<file path="config.mk">
export PLATFORM = sky130hd
export DESIGN_NAME = jshift_seq
export DESIGN_NICKNAME = d
export VERILOG_FILES = /design/src/rtl/jshift_seq_pkg.sv /design/src/rtl/jshift_seq_step.sv /design/src/rtl/jshift_seq.sv
export SDC_FILE = /design/constraint.sdc
export NUM_CORES = 1
export LEC_CHECK = 0
export ABC_AREA = 0
export BUFFER_PORTS_ARGS = -buffer_cell sky130_fd_sc_hd__buf_2
export CORE_MARGIN = 8
export CORE_UTILIZATION = 41
export DETAILED_ROUTE_END_ITERATION = 8
export PLACE_DENSITY = 0.68
export SLEW_MARGIN = 0
export SYNTH_ARGS = -nofsm -noshare
export SYNTH_HDL_FRONTEND = slang
export SYNTH_SLANG_ARGS = --single-unit
</file>
<file path="constraint.sdc">
create_clock -name clk -period 1.4 [get_ports clk]
set_clock_uncertainty 0.1 [all_clocks]
set_input_delay 0.28 -clock clk [delete_from_list [all_inputs] [get_ports clk]]
set_output_delay 0.28 -clock clk [all_outputs]
set_load 0.02 [all_outputs]
</file>
<file path="src/rtl/jshift_seq_pkg.sv">
// ============================================================================
//  Module   : jshift_seq_pkg
//  Brief    : Shared encodings and width helpers for the sequential shifter.
//  Revision : 1.0
// ============================================================================
`default_nettype none

`ifndef ARCH_BITS
`define ARCH_BITS 8
`endif

package jshift_seq_pkg;

    localparam logic [1:0] JSH_LOGICAL = 2'b00;
    localparam logic [1:0] JSH_RCARRY  = 2'b01;
    localparam logic [1:0] JSH_ROT     = 2'b10;
    localparam logic [1:0] JSH_ARITH   = 2'b11;

    localparam logic [1:0] IDLE  = 2'd0;
    localparam logic [1:0] SHIFT = 2'd1;
    localparam logic [1:0] DONE  = 2'd2;

    // One extra bit so a count of exactly ARCH_BITS is representable.
    function automatic int jsh_cnt_bits(input int arch_bits);
        return $clog2(arch_bits) + 1;
    endfunction

endpackage

`default_nettype wire

</file>
<file path="src/rtl/jshift_seq_step.sv">
// ============================================================================
//  Module   : jshift_step
//  Brief    : Combinational one-bit shift/rotate step (index 0 is the MSB).
//  Revision : 1.0
// ============================================================================
`default_nettype none

module jshift_step
    import jshift_seq_pkg::*;
#(
    parameter int ARCH_BITS = `ARCH_BITS
) (
    input  logic [0:ARCH_BITS-1] word_i,
    input  logic                 dir_i,
    input  logic [1:0]           mode_i,
    input  logic                 carry_i,
    output logic [0:ARCH_BITS-1] word_o,
    output logic                 carry_o
);

    logic                 w_out;
    logic                 w_fill;
    logic [0:ARCH_BITS-1] w_right;
    logic [0:ARCH_BITS-1] w_left;

    assign w_out = dir_i ? word_i[0] : word_i[ARCH_BITS-1];

    always_comb begin
        w_fill = 1'b0;
        case (mode_i)
            JSH_LOGICAL: w_fill = 1'b0;
            JSH_RCARRY:  w_fill = carry_i;
            JSH_ROT:     w_fill = w_out;
            JSH_ARITH:   w_fill = dir_i ? 1'b0 : word_i[0];
            default:     w_fill = 1'b0;
        endcase
    end

    // Right cells pull from j-1, left cells from j+1; the end cells take the fill bit.
    for (genvar j = 0; j < ARCH_BITS; j++) begin : g_cells
        if (j == 0) begin : g_msb
            assign w_right[j] = w_fill;
        end else begin : g_rmid
            assign w_right[j] = word_i[j-1];
        end
        if (j == ARCH_BITS - 1) begin : g_lsb
            assign w_left[j] = w_fill;
        end else begin : g_lmid
            assign w_left[j] = word_i[j+1];
        end
    end

    assign word_o  = dir_i ? w_left : w_right;
    assign carry_o = w_out;

endmodule

`default_nettype wire

</file>
<file path="src/rtl/jshift_seq.sv">
// ============================================================================
//  Module   : jshift_seq
//  Brief    : Multi-cycle shift/rotate unit, one bit per clock, start/done handshake.
//  Revision : 1.0
// ============================================================================
`default_nettype none

module jshift_seq
    import jshift_seq_pkg::*;
#(
    parameter int ARCH_BITS = `ARCH_BITS,
    parameter int CNT_BITS  = jsh_cnt_bits(ARCH_BITS)
) (
    input  logic                 clk,
    input  logic                 reset_n,
    input  logic                 start,
    input  logic                 dir,
    input  logic [1:0]           mode,
    input  logic [CNT_BITS-1:0]  count,
    input  logic [0:ARCH_BITS-1] data_in,
    input  logic                 ci,
    output logic                 busy,
    output logic                 done,
    output logic [0:ARCH_BITS-1] data_out,
    output logic                 co,
    output logic                 zero
);

    logic [1:0]           state_q, state_d;
    logic [CNT_BITS-1:0]  rem_q,   rem_d;
    logic [0:ARCH_BITS-1] data_q,  data_d;
    logic                 co_q,    co_d;
    logic                 dir_q,   dir_d;
    logic [1:0]           mode_q,  mode_d;

    logic [0:ARCH_BITS-1] w_step_word;
    logic                 w_step_carry;

    jshift_step #(
        .ARCH_BITS (ARCH_BITS)
    ) u_step (
        .word_i  (data_q),
        .dir_i   (dir_q),
        .mode_i  (mode_q),
        .carry_i (co_q),
        .word_o  (w_step_word),
        .carry_o (w_step_carry)
    );

    always_comb begin
        state_d = state_q;
        rem_d   = rem_q;
        data_d  = data_q;
        co_d    = co_q;
        dir_d   = dir_q;
        mode_d  = mode_q;
        case (state_q)
            IDLE: begin
                if (start) begin
                    data_d  = data_in;
                    co_d    = ci;
                    dir_d   = dir;
                    mode_d  = mode;
                    rem_d   = count;
                    state_d = (count == '0) ? DONE : SHIFT;
                end
            end
            SHIFT: begin
                data_d = w_step_word;
                co_d   = w_step_carry;
                rem_d  = rem_q - 1'b1;
                if (rem_q == CNT_BITS'(1)) begin
                    state_d = DONE;
                end
            end
            DONE:    state_d = IDLE;
            default: state_d = IDLE;
        endcase
    end

    // Reset discards any in-flight operation along with its partial result.
    always_ff @(posedge clk) begin
        if (!reset_n) begin
            state_q <= IDLE;
            rem_q   <= '0;
            data_q  <= '0;
            co_q    <= 1'b0;
            dir_q   <= 1'b0;
            mode_q  <= JSH_LOGICAL;
        end else begin
            state_q <= state_d;
            rem_q   <= rem_d;
            data_q  <= data_d;
            co_q    <= co_d;
            dir_q   <= dir_d;
            mode_q  <= mode_d;
        end
    end

    assign busy     = (state_q != IDLE);
    assign done     = (state_q == DONE);
    assign data_out = data_q;
    assign co       = co_q;
    assign zero     = ~|data_q;

endmodule

`default_nettype wire

</file>
==> results.ini, run 1 <==
[run_status]
status=complete, but fails checks
violations=negative setup slack

[synth]
synth_top_flop_cell=dfxtp_1
syn_inst=123
synth_nets=144
avgSynthCellArea_um2=8.55
synthArstFlopShare_pct=0
netlist_area_um2=1050
yosys_warnings=0
yosysSeqAreaShare_pct=34.2
synth_edf_count=0
synth.distinct_cells=39
ys_seq_elements=18

[route]
drc=0
top_layer_used=met4
wl_met3_um=171
wl_met2_um=1640
first_pass_iters=4
wl_per_cell_um=16.2
dr_total_vias=1156
drtIter0Drc=41
routed_wl_um=3290
ant_nets=0
wl_met1_um=1400
viasPerCell=5.69

[setup_path]
reg2reg_slack_ps=0
critPathCapture=zero
reg2reg_to=mode_q[1]
arrival_ps=1390
path_class=flip-flop to output pin
r2r-start=state_q[1]
crit_path_end_kind=output pin
startpoint_type=flip-flop
cp-startpoint=data_out[1]
reg2reg_depth=5
path_max_fanout=2
required_ps=1020

[finish]
fin_area_um2=1550
nNetsFinal=196
syn2layout_area_growth_pct=47.4
layout-drive-gt1-share_pct=51.4
antennaDiodeCount=0

[floorplan]
die_y_um=66.7
die_x_um=66.7
core_um2=2450
die-area_um2=4440
io_pins=31
initial_core_util_pct=42.9
rows=18

[timing]
finalWorstSetupSlack_ps=-373
fin_crit_sh_pct=127
fmax_ghz=0.564
tightestPinTransition_ps=362
final.min_clock_period_ps=1770
finalHoldViolCount=0
hold-worst-slack_ps=142
finalMaxSlewViolations=0
relSlewSlack_pct=75.3
setup_viol=4
rsz0062_at_grt=yes

[pwr]
switching_share_pct=34.4
p_leak_nw=0.676
p_sw_uw=497
powerDensity_nw_per_um2=932
peakVddDrop_uv=560
combPwrFrac_pct=39.6
p_int_uw=949
p_clk_share_pct=17.6
pwr-share-seq_pct=42.8

[place]
place_ws_ps=-111
placed_area_um2=1350
place_congestion=0.824
dp_hpwl_um=2460
port_buffers=30

[global_route]
antenna_found_initial=0
grt_start_max_net_pins=13
grt_pass1_vias=1133
overflow=0
track_usage_pct=14.6
grt_pass1_wl_um=5240

[clocking]
root_buffer=clkbuf_4
numCtsBuffers=3
clock_sinks=18
cts.clk_slew.worst_paths_ps=100
clk_latency_ps=280
clk_path_buf_depth=2
cts_htree_levels=1
cts_tree=built

[min_path]
hold_start=mode[0]
hp-class=primary input to flip-flop

[flow_run]
timing.max_cap.violations=0

==> critical path, cell delays in order (launching register included) <==
cell and delay [ps]:
dfxtp_2 330, or4_4 540, nor2_4 120, buf_6 120
==> cell usage in the layout (no fill, tap or decap), types with 2 or more instances in the layout <==
cell type,Yosys,layout
dfxtp_1,18,11
nor3b_1,2,2
nor2b_1,2,2
nand2b_1,3,2
buf_2,3,27
dfxtp_2,0,4
and4b_1,2,2
clkbuf_4,0,3
o21ai_0,8,8
mux2_2,6,6
or4_4,0,2
nor3_1,3,3
a211oi_1,4,4
inv_1,6,5
nand3b_1,2,2
dfxtp_4,0,3
mux2i_1,3,3
a221oi_2,0,3
ha_1,2,2
buf_6,1,6
nor2_1,9,7
o22ai_1,2,2
nor2_4,0,2
nand2_1,9,9
o211ai_1,2,2
a221oi_1,6,3
buf_4,1,23
a21oi_1,6,6
==> Yosys cell counts (all sizes together), types with 4 or more instances <==
cell,instances,area [um^2]
a211oi,4,30.0
a21oi,7,38.8
a221oi,6,52.6
buf,5,33.8
clkbuf,4,15.0
dfxtp,18,360
inv,6,22.5
mux2,6,67.6
nand2,9,33.8
nor2,9,33.8
o21ai,8,40.0
==> metal layers <==
metal  vias up  global-route usage [%]
met5         -                       0
met4         0                    5.33
met3        10                    3.02
met2        33                    25.2
met1       548                    17.1
li1        565                       -
==> state kept, by name (all words and copies together), names as in the netlist <==
signal	flops
data_out	8
rem_q	4
mode_q	2
state_q	2
co	1
dir_q	1
==> power by group through the flow <==
stage	Combinational [mW]	Sequential (mW)	Clock [mW]
6_report	0.573	0.619	0.254
5_1_grt	0.616	0.626	0.276
4_1_cts	0.525	0.616	0.263
3_5_place_dp	0.495	0.629	0
3_3_place_gp	0.485	0.625	0
2_1_floorplan	0.271	0.662	0
==> logic make-up after synthesis <==
logic type	share of synthesized area, %
simple gates	20.3
buf+inv	7.13
flops	34.2
compound gates	26.6
mux	9.27
fa+ha+maj	2.38
==> worst min path at each step <==
stage	to	slack, ps	cells after the start
after floorplan	mode_q[0]	320	2
after global routing	mode_q[0]	150	3
final	mode_q[0]	140	3
after detailed placement	rem_q[1]	360	2
after CTS	mode_q[1]	130	3
after global placement	rem_q[1]	360	2
==> stage by stage <==
step           power, mW  utilization [%]  instances  setup TNS (ps)
5_1_grt             1.52             63.2        203            -640
3_5_place_dp        1.12             55.1        193            -794
2_1_floorplan      0.933                -        123           -51.9
4_1_cts             1.40             58.7        199            -446
3_3_place_gp        1.11             55.1        193            -556
6_report            1.45             63.2        203            -418
==> layout make-up <==
type,instances,area [um^2]
clock buffers,3,22.5
multi-input cells,89,711
fillers,218,903
flip-flops and latches,18,377
inverters,7,28.8
well taps,30,37.5
repair buffers,56,375
==> timing repair <==
item                                    in CTS  in global routing
hold buffers                                 0                  0
buffers inserted                             3                  4
gates resized for setup                     19                 16
endpoints found under the setup margin      12                 14
pin swaps                                    1                  8
Power figures use the tool's default switching activity.
==> inputs of run 2 (changes only) <==
--- a/config.mk
+++ b/config.mk
@@ -7,10 +7,11 @@
 export LEC_CHECK = 0
 export ABC_AREA = 0
 export BUFFER_PORTS_ARGS = -buffer_cell sky130_fd_sc_hd__buf_2
+export CORE_ASPECT_RATIO = 1.4
 export CORE_MARGIN = 8
 export CORE_UTILIZATION = 41
 export DETAILED_ROUTE_END_ITERATION = 8
-export PLACE_DENSITY = 0.68
+export PLACE_DENSITY = 0.67
 export SLEW_MARGIN = 0
 export SYNTH_ARGS = -nofsm -noshare
 export SYNTH_HDL_FRONTEND = slang
==> constraint.sdc (replaced) <==
create_clock -name clk -period 1.4 [get_ports clk]
set_clock_uncertainty 0.1 [all_clocks]
set_input_delay 0.28 -clock clk [delete_from_list [all_inputs] [get_ports clk]]
set_output_delay 0.28 -clock clk [all_outputs]
set_load 0.005 [all_outputs]
==> run 2 against run 1 <==
The run still ends with negative setup slack left. Setup slack better by 12 ps. Largest cell class unchanged. Sequential cell count stayed put. Count of clock-buffer cells in the layout stayed put. Die area is 0.51% higher. Combinational power is 1% lower. Critical endpoint unchanged. Critical path depth stayed put. Hold slack worse by 13 ps. First-iteration DRC count is 44% lower. Routed wire length is 0.79% higher. Largest power group unchanged. Cell area is 0.56% higher. Clock power is 2% higher.
==> results.ini, run 2 (synthesis results as in run 1) <==
[run_status]
status=complete, but fails checks
violations=negative setup slack

[timing]
finalMaxSlewViolations=0
finalWorstSetupSlack_ps=-361
rsz0062_at_grt=yes
tns_ps=-463
final.min_clock_period_ps=1760
tightestPinTransition_ps=397
finalHoldViolCount=0
relSlewSlack_pct=73.3
setup_viol=2
fmax_ghz=0.568
fin_crit_sh_pct=126

[finish]
finalNonFillerCells=207
syn2layout_area_growth_pct=48.3
final_cell_mix=buf_2 (29), buf_4 (20), dfxtp_1 (13)
antennaDiodeCount=0
layout_commonest_cell=buf_2
nNetsFinal=196
layout-drive-gt1-share_pct=53.2
largest_reg_flops=8

[setup_path]
slowest_delay_ps=540
required_ps=1020
path_class=flip-flop to output pin
crit_path_end_kind=output pin
arrival_ps=1380
cp_top_family=simple AND/OR/NAND/NOR gates
reg2reg_slack_ps=20
crit_buf_inv=1
crit_chain=or4_4, nor2_4, buf_2
startpoint_type=flip-flop
crit_slowest_cell=or4_4
path_max_fanout=2

[clocking]
clock_sinks=18
clk_latency_ps=290
cts_hold_buf=0
clk_path_buf_depth=2
cts_tree=built
root_buffer=clkbuf_4
numCtsBuffers=3
cts_htree_levels=1
cts.clk_slew.worst_paths_ps=100

[pwr]
peakVddDrop_uv=643
p_sw_uw=470
p_leak_nw=0.676
pwr-share-seq_pct=42.6
p_clk_share_pct=18.1
p_int_uw=968
switching_share_pct=32.7
combPwrFrac_pct=39.4
powerDensity_nw_per_um2=921

[floorplan]
io_pins=31
core_um2=2420
initial_core_util_pct=43.5
rows=21
die_x_um=58.8
die-area_um2=4470
die_y_um=75.9

[route]
dr_total_vias=1166
drtIter0Drc=23
viasPerCell=5.63
drc=0
ant_nets=0
wl_per_cell_um=16.0
first_pass_iters=4
routed_wl_um=3320

[global_route]
grt_pass1_wl_um=5150
grt_pass1_vias=1169
track_usage_pct=14.2
antenna_found_initial=0
grt_start_max_net_pins=13
overflow=0

[place]
place_inst=196
port_buffers=30
place_ws_ps=-99.0
place_congestion=0.903
dp_hpwl_um=2410

[min_path]
hp-class=primary input to flip-flop

[flow_run]
timing.max_cap.violations=0

==> run 2: per-layer routing <==
| layer | up-vias | track usage [%] | share of wire (%) |
|---|---|---|---|
| li1 | 562 | - | - |
| met1 | 552 | 15.1 | 39 |
| met2 | 44 | 24.8 | 53 |
| met3 | 8 | 2.36 | 5.3 |
| met4 | 0 | 8.17 | 2.1 |
| met5 | - | 0 | 0 |
==> run 2: worst reg2reg max path, stage by stage (launching register included) <==
cell	delay, ps
dfxtp_4	360
buf_6	130
or3b_4	420
buf_6	140
nand2_1	70
a21oi_2	50
==> run 2: final timing paths <==
check,end,start,cells after the start
max,zero,data_out[7],3
min,dir_q,dir,3
max reg2reg,mode_q[1],state_q[1],5
min reg2reg,rem_q[1],rem_q[1],2
==> run 2: timing repair <==
item	CTS	global route
endpoints found under the setup margin	10	14
cloned	0	0
setup buffers	5	3
gates resized for setup	21	18
pin swaps	2	7
==> run 2: layout make-up <==
| class | instances | area, um^2 |
|---|---|---|
| Clock buffer | 3 | 22.5 |
| Fill cell | 214 | 857 |
| Inverter | 7 | 26.3 |
| Multi-Input combinational cell | 89 | 712 |
| Sequential cell | 18 | 374 |
| Tap cell | 34 | 42.5 |
| Timing Repair Buffer | 56 | 383 |
==> run 2: per-stage QoR <==
step           area (um^2)  utilization [%]  hold slack, ps  power (mW)
3_3_place_gp          1330             55.1             353        1.05
2_1_floorplan         1050                -             316       0.865
3_5_place_dp          1330             55.1             363        1.06
5_1_grt               1560             64.5             130        1.50
6_report              1560             64.5             129        1.44
4_1_cts               1460             60.5             118        1.38
==> run 2: power by group through the flow <==
stage	sequential, mW	clock (mW)	combinational (mW)
3_5_place_dp	0.625	0	0.435
2_1_floorplan	0.625	0	0.241
6_report	0.612	0.260	0.566
4_1_cts	0.607	0.271	0.500
5_1_grt	0.619	0.275	0.609
3_3_place_gp	0.622	0	0.427
==> inputs of run 3 (changes only) <==
--- a/config.mk
+++ b/config.mk
@@ -11,7 +11,7 @@
 export CORE_MARGIN = 8
 export CORE_UTILIZATION = 41
 export DETAILED_ROUTE_END_ITERATION = 8
-export PLACE_DENSITY = 0.67
+export PLACE_DENSITY_LB_ADDON = 0.3
 export SLEW_MARGIN = 0
 export SYNTH_ARGS = -nofsm -noshare
 export SYNTH_HDL_FRONTEND = slang
==> run 3 against run 2 <==
The run still ends with negative setup slack left. Combinational power about the same. First-iteration DRC count up 140%. Sequential power about the same. Die area unchanged. Sequential share of layout area down 0.61 points. Register-to-register slack about the same. Final cell count up 1.4%.
==> results.ini, run 3 (synthesis results as in run 1) <==
[setup_path]
startpoint_type=flip-flop
arrival_ps=1380
slowest_delay_ps=520
crit_slowest_cell=or4_1
path_class=flip-flop to output pin
crit_path_end_kind=output pin
required_ps=1020
r2r-start=state_q[0]
crit_chain=or4_1, nor2_1, buf_2
cp-startpoint=data_out[6]
path_max_fanout=2
reg2reg_slack_ps=10

[timing]
finalHoldViolCount=0
rsz0062_at_grt=yes
final.min_clock_period_ps=1760
setup_viol=2
tightestPinTransition_ps=426
hold-worst-slack_ps=120
finalMaxSlewViolations=0
fin_crit_sh_pct=126
finalWorstSetupSlack_ps=-357
fmax_ghz=0.569
relSlewSlack_pct=71.3
tns_ps=-483

[place]
place_inst=196
place_ws_ps=-94.1
placed_area_um2=1340
place_congestion=0.809
port_buffers=30
dp_hpwl_um=2440

[clocking]
clk_path_buf_depth=2
numCtsBuffers=3
clock_sinks=18
clk_latency_ps=300
cts_htree_levels=1
cts.clk_slew.worst_paths_ps=110
cts_tree=built
root_buffer=clkbuf_4

[run_status]
violations=negative setup slack
status=complete, but fails checks

[pwr]
pwr-share-seq_pct=40.5
p_leak_nw=0.701
p_int_mw=1.02
p_sw_uw=485
powerDensity_nw_per_um2=939
combPwrFrac_pct=37.4
switching_share_pct=32.2
peakVddDrop_uv=549
p_clk_share_pct=22.1
power_mw=1.51

[flow_run]
timing.max_cap.violations=0

[floorplan]
io_pins=31
core_um2=2420
die_y_um=75.9
initial_core_util_pct=43.5
die-area_um2=4470
die_x_um=58.8
rows=21

[finish]
num-fill-cells=197
antennaDiodeCount=0
seqCellArea_um2=375
fin_area_um2=1610
layout_commonest_cell=buf_2
largest_reg_flops=8
final_cell_mix=buf_2 (29), buf_4 (22), dfxtp_1 (12)
finalNonFillerCells=210
multi_input_area_um2=726
nNetsFinal=198
layout-drive-gt1-share_pct=56.3
syn2layout_area_growth_pct=52.7
fin_util_pct=66.5

[global_route]
antenna_found_initial=0
track_usage_pct=14.9
grt_start_max_net_pins=12
grt_pass1_wl_um=5410
grt_pass1_vias=1197
overflow=0

[min_path]
hp-class=primary input to flip-flop
hold_start=mode[1]

[route]
dr_total_vias=1194
first_pass_iters=4
routed_wl_um=3470
wl_per_cell_um=16.5
ant_nets=0
drc=0
drtIter0Drc=55
viasPerCell=5.69

run 3: cell types whose count changed in the layout (fill, tap and decap cells not counted), sizes merged:
cell / change
buf: +2
clkbuf: +1
run 3: repair_timing:
item / in CTS / in global routing
pin swaps: 4 / 10
buffers inserted: 5 / 5
hold buffers: 0 / 0
resized for setup: 23 / 21
endpoints found under the setup margin: 12 / 16
run 3: power groups by stage:
stage | Sequential, mW | Clock (mW) | Combinational, mW
final | 0.611 | 0.333 | 0.564
after detailed placement | 0.624 | 0 | 0.439
after global placement | 0.619 | 0 | 0.426
after floorplan | 0.625 | 0 | 0.241
after global routing | 0.618 | 0.355 | 0.609
after CTS | 0.607 | 0.342 | 0.502
run 3: path summary, 6_finish.rpt:
path                to  depth (start not counted)
max reg2reg   rem_q[3]                          4
min reg2reg   rem_q[1]                          2
min          mode_q[1]                          3
max               zero                          3
run 3: layout make-up:
cell class / instances / area share (%)
inverters: 7 / 1.79
multi-input cells: 89 / 45.2
clock buffers: 4 / 2.26
flip-flops and latches: 18 / 23.4
repair buffers: 58 / 24.8
well taps: 34 / 2.65
run 3: worst max-delay path, delay by kind of cell, from the launching register on:
family | cells | cell delay [ps]
flip-flops | 1 | 320
buffers and inverters | 1 | 120
AND/OR/NAND/NOR | 2 | 630
run 3: metal layers:
layer | GRT usage, % | vias to the layer above | routed length [um]
met5 | 0 | - | 0
met4 | 5.77 | 0 | 105
met3 | 3.38 | 11 | 178
met2 | 28.0 | 37 | 1850
met1 | 14.7 | 582 | 1340
li1 | - | 564 | -
